==> src/rtl/mc_ctrl_fsm.sv <==
// -----------------------------------------------------------------------------
// mc_ctrl_fsm
//   Multi-cycle sequencer for the RV32I core. It steps a shared datapath
//   through FETCH, DECODE, EXEC, MEM and WB. Instruction and data accesses
//   share one memory port with a req/ack handshake. The decode encodings match
//   the single-cycle control unit, so the ALU, LSU and register file are
//   reused unchanged.
//
// Parameters
//   RESET_WAIT     IDLE cycles after reset release before the first fetch (1..15)
//
// Ports
//   i_clk          core clock, rising edge
//   i_rst_n        asynchronous active-low reset
//   i_instr        IR contents, valid from DECODE onward
//   i_br_less      comparator less-than, sampled in EXEC
//   i_br_equal     comparator equal, sampled in EXEC
//   i_mem_ack      one-cycle pulse: current memory access has completed
//   o_mem_req      memory request, held until ack
//   o_addr_sel     0 = PC addresses memory, 1 = ALU result addresses memory
//   o_mem_wren     store strobe, only with o_mem_req
//   o_ir_wren      load IR from memory read data
//   o_pc_wren      update PC
//   o_br_sel       1 = PC loads ALU result, 0 = PC loads PC+4
//   o_br_unsigned  comparator unsigned mode
//   o_rd_wren      register-file write enable
//   o_op_a_sel     0 = rs1, 1 = PC
//   o_op_b_sel     0 = rs2, 1 = immediate
//   o_alu_op       ALU operation code
//   o_wb_sel       00 = ALU, 01 = load data, 10 = PC+4
//   o_l_length     load funct3
//   o_l_unsigned   1 for LBU/LHU
//   o_s_length     store funct3[1:0]
//   o_insn_illegal one-cycle pulse on an illegal instruction
//   o_instr_done   one-cycle pulse when an instruction retires
// -----------------------------------------------------------------------------
module mc_ctrl_fsm #(
    parameter int unsigned RESET_WAIT = 1
) (
    input  logic        i_clk,
    input  logic        i_rst_n,
    input  logic [31:0] i_instr,
    input  logic        i_br_less,
    input  logic        i_br_equal,
    input  logic        i_mem_ack,
    output logic        o_mem_req,
    output logic        o_addr_sel,
    output logic        o_mem_wren,
    output logic        o_ir_wren,
    output logic        o_pc_wren,
    output logic        o_br_sel,
    output logic        o_br_unsigned,
    output logic        o_rd_wren,
    output logic        o_op_a_sel,
    output logic        o_op_b_sel,
    output logic [3:0]  o_alu_op,
    output logic [1:0]  o_wb_sel,
    output logic [2:0]  o_l_length,
    output logic        o_l_unsigned,
    output logic [1:0]  o_s_length,
    output logic        o_insn_illegal,
    output logic        o_instr_done
);

    typedef enum logic [2:0] {
        S_IDLE,
        S_FETCH,
        S_DECODE,
        S_EXEC,
        S_MEM,
        S_WB
    } state_t;

    localparam logic [6:0] OP_R      = 7'b0110011;
    localparam logic [6:0] OP_IMM    = 7'b0010011;
    localparam logic [6:0] OP_LOAD   = 7'b0000011;
    localparam logic [6:0] OP_STORE  = 7'b0100011;
    localparam logic [6:0] OP_BRANCH = 7'b1100011;
    localparam logic [6:0] OP_JAL    = 7'b1101111;
    localparam logic [6:0] OP_JALR   = 7'b1100111;
    localparam logic [6:0] OP_LUI    = 7'b0110111;
    localparam logic [6:0] OP_AUIPC  = 7'b0010111;

    localparam logic [3:0] ALU_ADD  = 4'b0000;
    localparam logic [3:0] ALU_SUB  = 4'b0001;
    localparam logic [3:0] ALU_SLT  = 4'b0010;
    localparam logic [3:0] ALU_SLTU = 4'b0011;
    localparam logic [3:0] ALU_XOR  = 4'b0100;
    localparam logic [3:0] ALU_OR   = 4'b0101;
    localparam logic [3:0] ALU_AND  = 4'b0110;
    localparam logic [3:0] ALU_SLL  = 4'b0111;
    localparam logic [3:0] ALU_SRL  = 4'b1000;
    localparam logic [3:0] ALU_SRA  = 4'b1001;
    localparam logic [3:0] ALU_LUI  = 4'b1010;

    localparam logic [3:0] WAIT_LIMIT = 4'(RESET_WAIT);

    state_t     state, state_next;
    logic [3:0] wait_cnt;
    logic       taken, taken_next;       // PC loads the ALU result in WB
    logic       no_write, no_write_next; // illegal instruction: retire without rd write

    // Instruction fields. Register indices are routed by the datapath, not here.
    logic [6:0] opcode;
    logic [2:0] funct3;
    logic [6:0] funct7;
    logic       instr_unused;

    assign opcode       = i_instr[6:0];
    assign funct3       = i_instr[14:12];
    assign funct7       = i_instr[31:25];
    assign instr_unused = ^{i_instr[24:15], i_instr[11:7]};

    logic is_r, is_imm, is_load, is_store, is_branch, is_jal, is_jalr, is_lui, is_auipc;

    assign is_r      = (opcode == OP_R);
    assign is_imm    = (opcode == OP_IMM);
    assign is_load   = (opcode == OP_LOAD);
    assign is_store  = (opcode == OP_STORE);
    assign is_branch = (opcode == OP_BRANCH);
    assign is_jal    = (opcode == OP_JAL);
    assign is_jalr   = (opcode == OP_JALR);
    assign is_lui    = (opcode == OP_LUI);
    assign is_auipc  = (opcode == OP_AUIPC);

    logic known_op, insn_illegal, writes_rd, l_unsigned;

    assign known_op     = is_r | is_imm | is_load | is_store | is_branch |
                          is_jal | is_jalr | is_lui | is_auipc;
    // R-type only defines funct7 0000000/0100000; BRANCH has no funct3 010/011.
    assign insn_illegal = !known_op
                        | (is_r && (funct7 != 7'b0000000) && (funct7 != 7'b0100000))
                        | (is_branch && (funct3 == 3'b010 || funct3 == 3'b011));
    assign writes_rd    = is_r | is_imm | is_load | is_jal | is_jalr | is_lui | is_auipc;
    assign l_unsigned   = (funct3 == 3'b100) || (funct3 == 3'b101);

    // Shared R / I-IMM ALU mapping. Bit 30 selects SUB only for R-type (ADDI has
    // no subtract form) and selects SRA/SRAI for both.
    function automatic logic [3:0] arith_alu_op(input logic [2:0] f3,
                                                input logic       alt,
                                                input logic       sub_ok);
        case (f3)
            3'b000:  arith_alu_op = (alt && sub_ok) ? ALU_SUB : ALU_ADD;
            3'b001:  arith_alu_op = ALU_SLL;
            3'b010:  arith_alu_op = ALU_SLT;
            3'b011:  arith_alu_op = ALU_SLTU;
            3'b100:  arith_alu_op = ALU_XOR;
            3'b101:  arith_alu_op = alt ? ALU_SRA : ALU_SRL;
            3'b110:  arith_alu_op = ALU_OR;
            default: arith_alu_op = ALU_AND;
        endcase
    endfunction

    // ALU operand/opcode decode, identical to the single-cycle control unit.
    // PC-relative targets (branch, JAL, AUIPC) use PC as operand A; everything
    // except R-type takes the immediate as operand B.
    logic       dec_op_a_sel, dec_op_b_sel;
    logic [3:0] dec_alu_op;

    always_comb begin
        dec_op_a_sel = is_branch | is_jal | is_auipc;
        dec_op_b_sel = !is_r;
        dec_alu_op   = ALU_ADD;
        if (is_r) begin
            dec_alu_op = arith_alu_op(funct3, funct7[5], 1'b1);
        end else if (is_imm) begin
            dec_alu_op = arith_alu_op(funct3, funct7[5], 1'b0);
        end else if (is_lui) begin
            dec_alu_op = ALU_LUI;
        end
    end

    // Branch condition from the comparator; funct3[1] picks unsigned compare.
    logic br_cond;

    always_comb begin
        case (funct3)
            3'b000:         br_cond = i_br_equal;
            3'b001:         br_cond = !i_br_equal;
            3'b100, 3'b110: br_cond = i_br_less;
            3'b101, 3'b111: br_cond = !i_br_less;
            default:        br_cond = 1'b0;
        endcase
    end

    // NOTE: sequential state uses non-blocking assignments so every register
    // samples the pre-edge value of the others, independent of block order.
    always_ff @(posedge i_clk or negedge i_rst_n) begin
        if (!i_rst_n) begin
            state    <= S_IDLE;
            wait_cnt <= '0;
            taken    <= 1'b0;
            no_write <= 1'b0;
        end else begin
            state    <= state_next;
            taken    <= taken_next;
            no_write <= no_write_next;
            if (state == S_IDLE && wait_cnt != WAIT_LIMIT) begin
                wait_cnt <= wait_cnt + 4'd1;
            end
        end
    end

    always_comb begin
        // NOTE: every output and next-state value gets a default before the
        // case statement, so no path through this block can infer a latch.
        state_next     = state;
        taken_next     = taken;
        no_write_next  = no_write;
        o_mem_req      = 1'b0;
        o_addr_sel     = 1'b0;
        o_mem_wren     = 1'b0;
        o_ir_wren      = 1'b0;
        o_pc_wren      = 1'b0;
        o_br_sel       = 1'b0;
        o_br_unsigned  = 1'b0;
        o_rd_wren      = 1'b0;
        o_op_a_sel     = 1'b0;
        o_op_b_sel     = 1'b0;
        o_alu_op       = ALU_ADD;
        o_wb_sel       = 2'b00;
        o_l_length     = 3'b000;
        o_l_unsigned   = 1'b0;
        o_s_length     = 2'b00;
        o_insn_illegal = 1'b0;
        o_instr_done   = 1'b0;

        case (state)
            S_IDLE: begin
                if (wait_cnt == WAIT_LIMIT) begin
                    state_next = S_FETCH;
                end
            end

            S_FETCH: begin
                o_mem_req = 1'b1;
                if (i_mem_ack) begin
                    o_ir_wren  = 1'b1;
                    state_next = S_DECODE;
                end
            end

            S_DECODE: begin
                if (insn_illegal) begin
                    o_insn_illegal = 1'b1;
                    no_write_next  = 1'b1;
                    state_next     = S_WB;
                end else begin
                    state_next = S_EXEC;
                end
            end

            S_EXEC: begin
                o_op_a_sel    = dec_op_a_sel;
                o_op_b_sel    = dec_op_b_sel;
                o_alu_op      = dec_alu_op;
                o_br_unsigned = is_branch & funct3[1];
                taken_next    = is_jal | is_jalr | (is_branch & br_cond);
                state_next    = (is_load | is_store) ? S_MEM : S_WB;
            end

            S_MEM: begin
                // ALU inputs stay as in EXEC so the data address is stable
                // for the whole access.
                o_mem_req  = 1'b1;
                o_addr_sel = 1'b1;
                o_op_a_sel = dec_op_a_sel;
                o_op_b_sel = dec_op_b_sel;
                o_alu_op   = dec_alu_op;
                if (is_store) begin
                    o_mem_wren = 1'b1;
                    o_s_length = funct3[1:0];
                    if (i_mem_ack) begin
                        // Stores retire here; there is nothing to write back.
                        o_pc_wren    = 1'b1;
                        o_instr_done = 1'b1;
                        state_next   = S_FETCH;
                    end
                end else begin
                    o_l_length   = funct3;
                    o_l_unsigned = l_unsigned;
                    if (i_mem_ack) begin
                        state_next = S_WB;
                    end
                end
            end

            S_WB: begin
                o_pc_wren    = 1'b1;
                o_br_sel     = taken;
                o_rd_wren    = writes_rd & !no_write;
                o_instr_done = 1'b1;
                if (is_load) begin
                    o_wb_sel     = 2'b01;
                    o_l_length   = funct3;
                    o_l_unsigned = l_unsigned;
                end else if (is_jal | is_jalr) begin
                    o_wb_sel = 2'b10;
                end
                state_next = S_FETCH;
            end

            default: state_next = S_IDLE;
        endcase

        // Per-instruction flags start clean for every fetch.
        if (state_next == S_FETCH) begin
            taken_next    = 1'b0;
            no_write_next = 1'b0;
        end
    end

endmodule

==> config.mk <==
export PLATFORM = sky130hd
export DESIGN_NAME = mc_ctrl_fsm
export DESIGN_NICKNAME = d
export VERILOG_FILES = /design/src/rtl/mc_ctrl_fsm.sv
export SDC_FILE = /design/constraint.sdc
export NUM_CORES = 1
export LEC_CHECK = 0
export CORE_ASPECT_RATIO = 0.7
export CORE_UTILIZATION = 36
export DETAILED_ROUTE_END_ITERATION = 10
export PLACE_DENSITY = 0.82
export SYNTH_ARGS = -nofsm -noshare
export SYNTH_HDL_FRONTEND = slang
export SYNTH_SLANG_ARGS = --single-unit
==> constraint.sdc <==
create_clock -name i_clk -period 2.35 [get_ports i_clk]
set_input_delay 0.47 -clock i_clk [delete_from_list [all_inputs] [get_ports i_clk]]
set_output_delay 0.47 -clock i_clk [all_outputs]
set_load 0.01 [all_outputs]
==> results.sh <==
export IMPL_overflow=0
export IMPL_drt_pass1_iter_count=5
export IMPL_cts_buffer_depth=2
export IMPL_drt_iter0_markers=87
export IMPL_stdcell_area_um2=1740
export IMPL_crit_arrival_ns=1.86
export IMPL_io_pin_count=61
export IMPL_yosysTopAreaCell="dfrtp_1"
export IMPL_end_kind="output port"
export IMPL_cpMostUsedCell="clkdlybuf4s50_1"
export IMPL_vdd_drop_max_v=0.000294
export IMPL_postCtsHoldBufs=0
export IMPL_die_height_um=45.0
export IMPL_synth_warnings=0
export IMPL_cts_tree="done"
export IMPL_period_share=0.990
export IMPL_syn_area_um2=952
export IMPL_finalNetCount=245
export IMPL_place_area_um2=1650
export IMPL_setup_viol=0
export IMPL_vias=1265
export IMPL_cts_sink_count=9
export IMPL_cap_violations=0
export IMPL_final_setup_tns_ns=0
export IMPL_r2r_setup_slack_ns=0.73
export IMPL_crit_required_ns=1.88
export IMPL_avgViaCountPerCell=5.29
export IMPL_grt_pass1_wl_um=6010
export IMPL_grt_usage=0.278
export IMPL_drive_above_1_share=0.410
export IMPL_synthArstFlopShare=1.00
export IMPL_ys_flop_type="dfrtp_1"
export IMPL_rows=15
export IMPL_hold_viol_final=0
export IMPL_layout_common_cells="buf_4 (33), nand2_1 (14), nor2_1 (13), clkdlybuf4s50_1 (13), dlygate4sd2_1 (9)"
export IMPL_ys_seq_area_frac=0.237
export IMPL_synth_top_cell_area_share=0.237
export IMPL_cts_inserted_buffers=3
export IMPL_drt_wl_total_um=3800
export IMPL_critPathKind="primary input to output port"
export IMPL_rsz0062_at_grt="true"
export IMPL_num_antenna_cells=0
export IMPL_start_util=0.384
export IMPL_fill_cells=197
export IMPL_max_stage_delay_ns=0.53
export IMPL_status="finished clean"
export IMPL_path_clk_slew_ns=0.05
export IMPL_hold_path_class="register to register"
export IMPL_routedWlPerCell_um=15.9
export IMPL_crit_path_cell_trace="clkdlybuf4s50_1, nor4b_4, buf_4, clkdlybuf4s50_1"
export IMPL_synth_area_top_cells="dfrtp_1 (24%), nand2_1 (6.7%), nor2_1 (6.3%)"
export IMPL_worst_path_max_fanout=2
export IMPL_fin_crit_ns=2.33
export IMPL_area_delta_synth_final_pct=82.8
export IMPL_htree_levels=1
export IMPL_antenna_found_initial=0
export IMPL_ys_seq_elements=9
export IMPL_cp_buffers_inverters=3
export IMPL_gp_congestion=0.925
export IMPL_synth_edff_count=0
export IMPL_ant_nets=0
export IMPL_tightestPinTransition_ns=0.409
export IMPL_die_area_um2=2860
export IMPL_clock_latency_ns=0.23
export IMPL_finClkSkew_ns=0.00173
export IMPL_cts_root_buf="clkbuf_8"
export IMPL_avgSynthCellArea_um2=7.38
export IMPL_dp_hpwl_um=2980
export IMPL_syn_num_nets=168
export IMPL_ys_types=44
export IMPL_grt_max_degree=11
export IMPL_worst_setup_path_start_kind="primary input"
export IMPL_p_per_area_nw_per_um2=733
export IMPL_grt_pass1_vias=1281
export IMPL_mostFrequentLayoutCell="buf_4"
export IMPL_crit_slowest_cell="clkdlybuf4s50_1"
export IMPL_core_area_um2=2480
export IMPL_die_x_um=63.5
export IMPL_slew_violations=0
export IMPL_relSlewSlack=0.727
export IMPL_synthCells=129
export IMPL_max_freq_mhz=430
export IMPL_leakagePower_nw=0.854
export IMPL_critPathTopFamily="buffers and inverters"
export IMPL_drc=0
export IMPL_io_buffers=45
==> area by class of cell <==
cell class              count  area (um^2)  area share
clock buffers               3         41.3      0.0237
clock inverters             1         5.00     0.00288
repair buffers             80          646       0.371
flip-flops and latches      9          226       0.130
multi-input cells         104          749       0.431
inverters                   8         30.0      0.0173
well taps                  34         42.5      0.0244
==> worst paths after layout <==
check | to | startpoint | depth (start not counted)
min reg2reg | wait_cnt[3] | wait_cnt[3] | 1
max | o_ir_wren | i_mem_ack | 4
min | wait_cnt[3] | wait_cnt[3] | 1
max in group asynchronous | state[0] | i_rst_n | 1
min in group asynchronous | wait_cnt[0] | i_rst_n | 1
max reg2reg | no_write | wait_cnt[1] | 6
==> what timing repair did <==
action | in CTS | in global routing
buffers inserted | 3 | 0
pin swaps | 11 | 10
gates resized for setup | 86 | 25
setup endpoints to repair | 21 | 17
==> kinds of logic (layout without fill, tap and decap cells) <==
group                      Yosys count  in the layout  synth area share
adders and majority gates            2              2            0.0263
AOI/OAI and AO/OA                   25             25             0.200
and+or+nand+nor                     69             69             0.389
DFF                                  9              9             0.237
buffers and inverters               16             92            0.0723
muxes                                2              2            0.0210
xor gates and xnor gates             6              6            0.0552
==> flip-flops by register name (all words and copies together), names as in the netlist <==
register,count
state,3
no_write,1
wait_cnt,4
taken,1
==> Yosys cell counts, types with 3 or more instances <==
cell / count
nand2_1: 17
nor2_1: 16
dfrtp_1: 9
nor3_1: 9
inv_1: 8
o21ai_0: 6
clkbuf_1: 5
xnor2_1: 4
a31oi_1: 3
nand2b_1: 3
nand3_1: 3
nor2b_1: 3
==> where the power goes <==
part / switching, mW / internal [mW] / leakage [nW]
Clock: 0.0644 / 0.116 / 0.0255
Sequential: 0.0769 / 0.223 / 0.113
Combinational: 0.403 / 0.393 / 0.716
Total: 0.545 / 0.731 / 0.854
==> stage by stage <==
stage / cells / hold slack [ns] / total power [mW] / setup WS [ns] / util
after floorplan: 129 / 0.174 / 0.699 / 0.214 / -
after global placement: 232 / 0.486 / 1.00 / -0.633 / 0.665
after detailed placement: 232 / 0.504 / 1.04 / -0.669 / 0.665
after CTS: 239 / 0.514 / 1.25 / -0.00947 / 0.693
after global routing: 239 / 0.530 / 1.36 / -0.0116 / 0.703
final: 239 / 0.509 / 1.28 / 0.0229 / 0.703
==> per-layer routing <==
layer  vias up  GRT usage  share of wire
li1        615          -              -
met4         0     0.0682          0.018
met1       600      0.355           0.43
met2        42      0.489           0.50
met5         -          0              0
met3         8     0.0556          0.054
No activity file was read; power rests on OpenSTA's default activity.
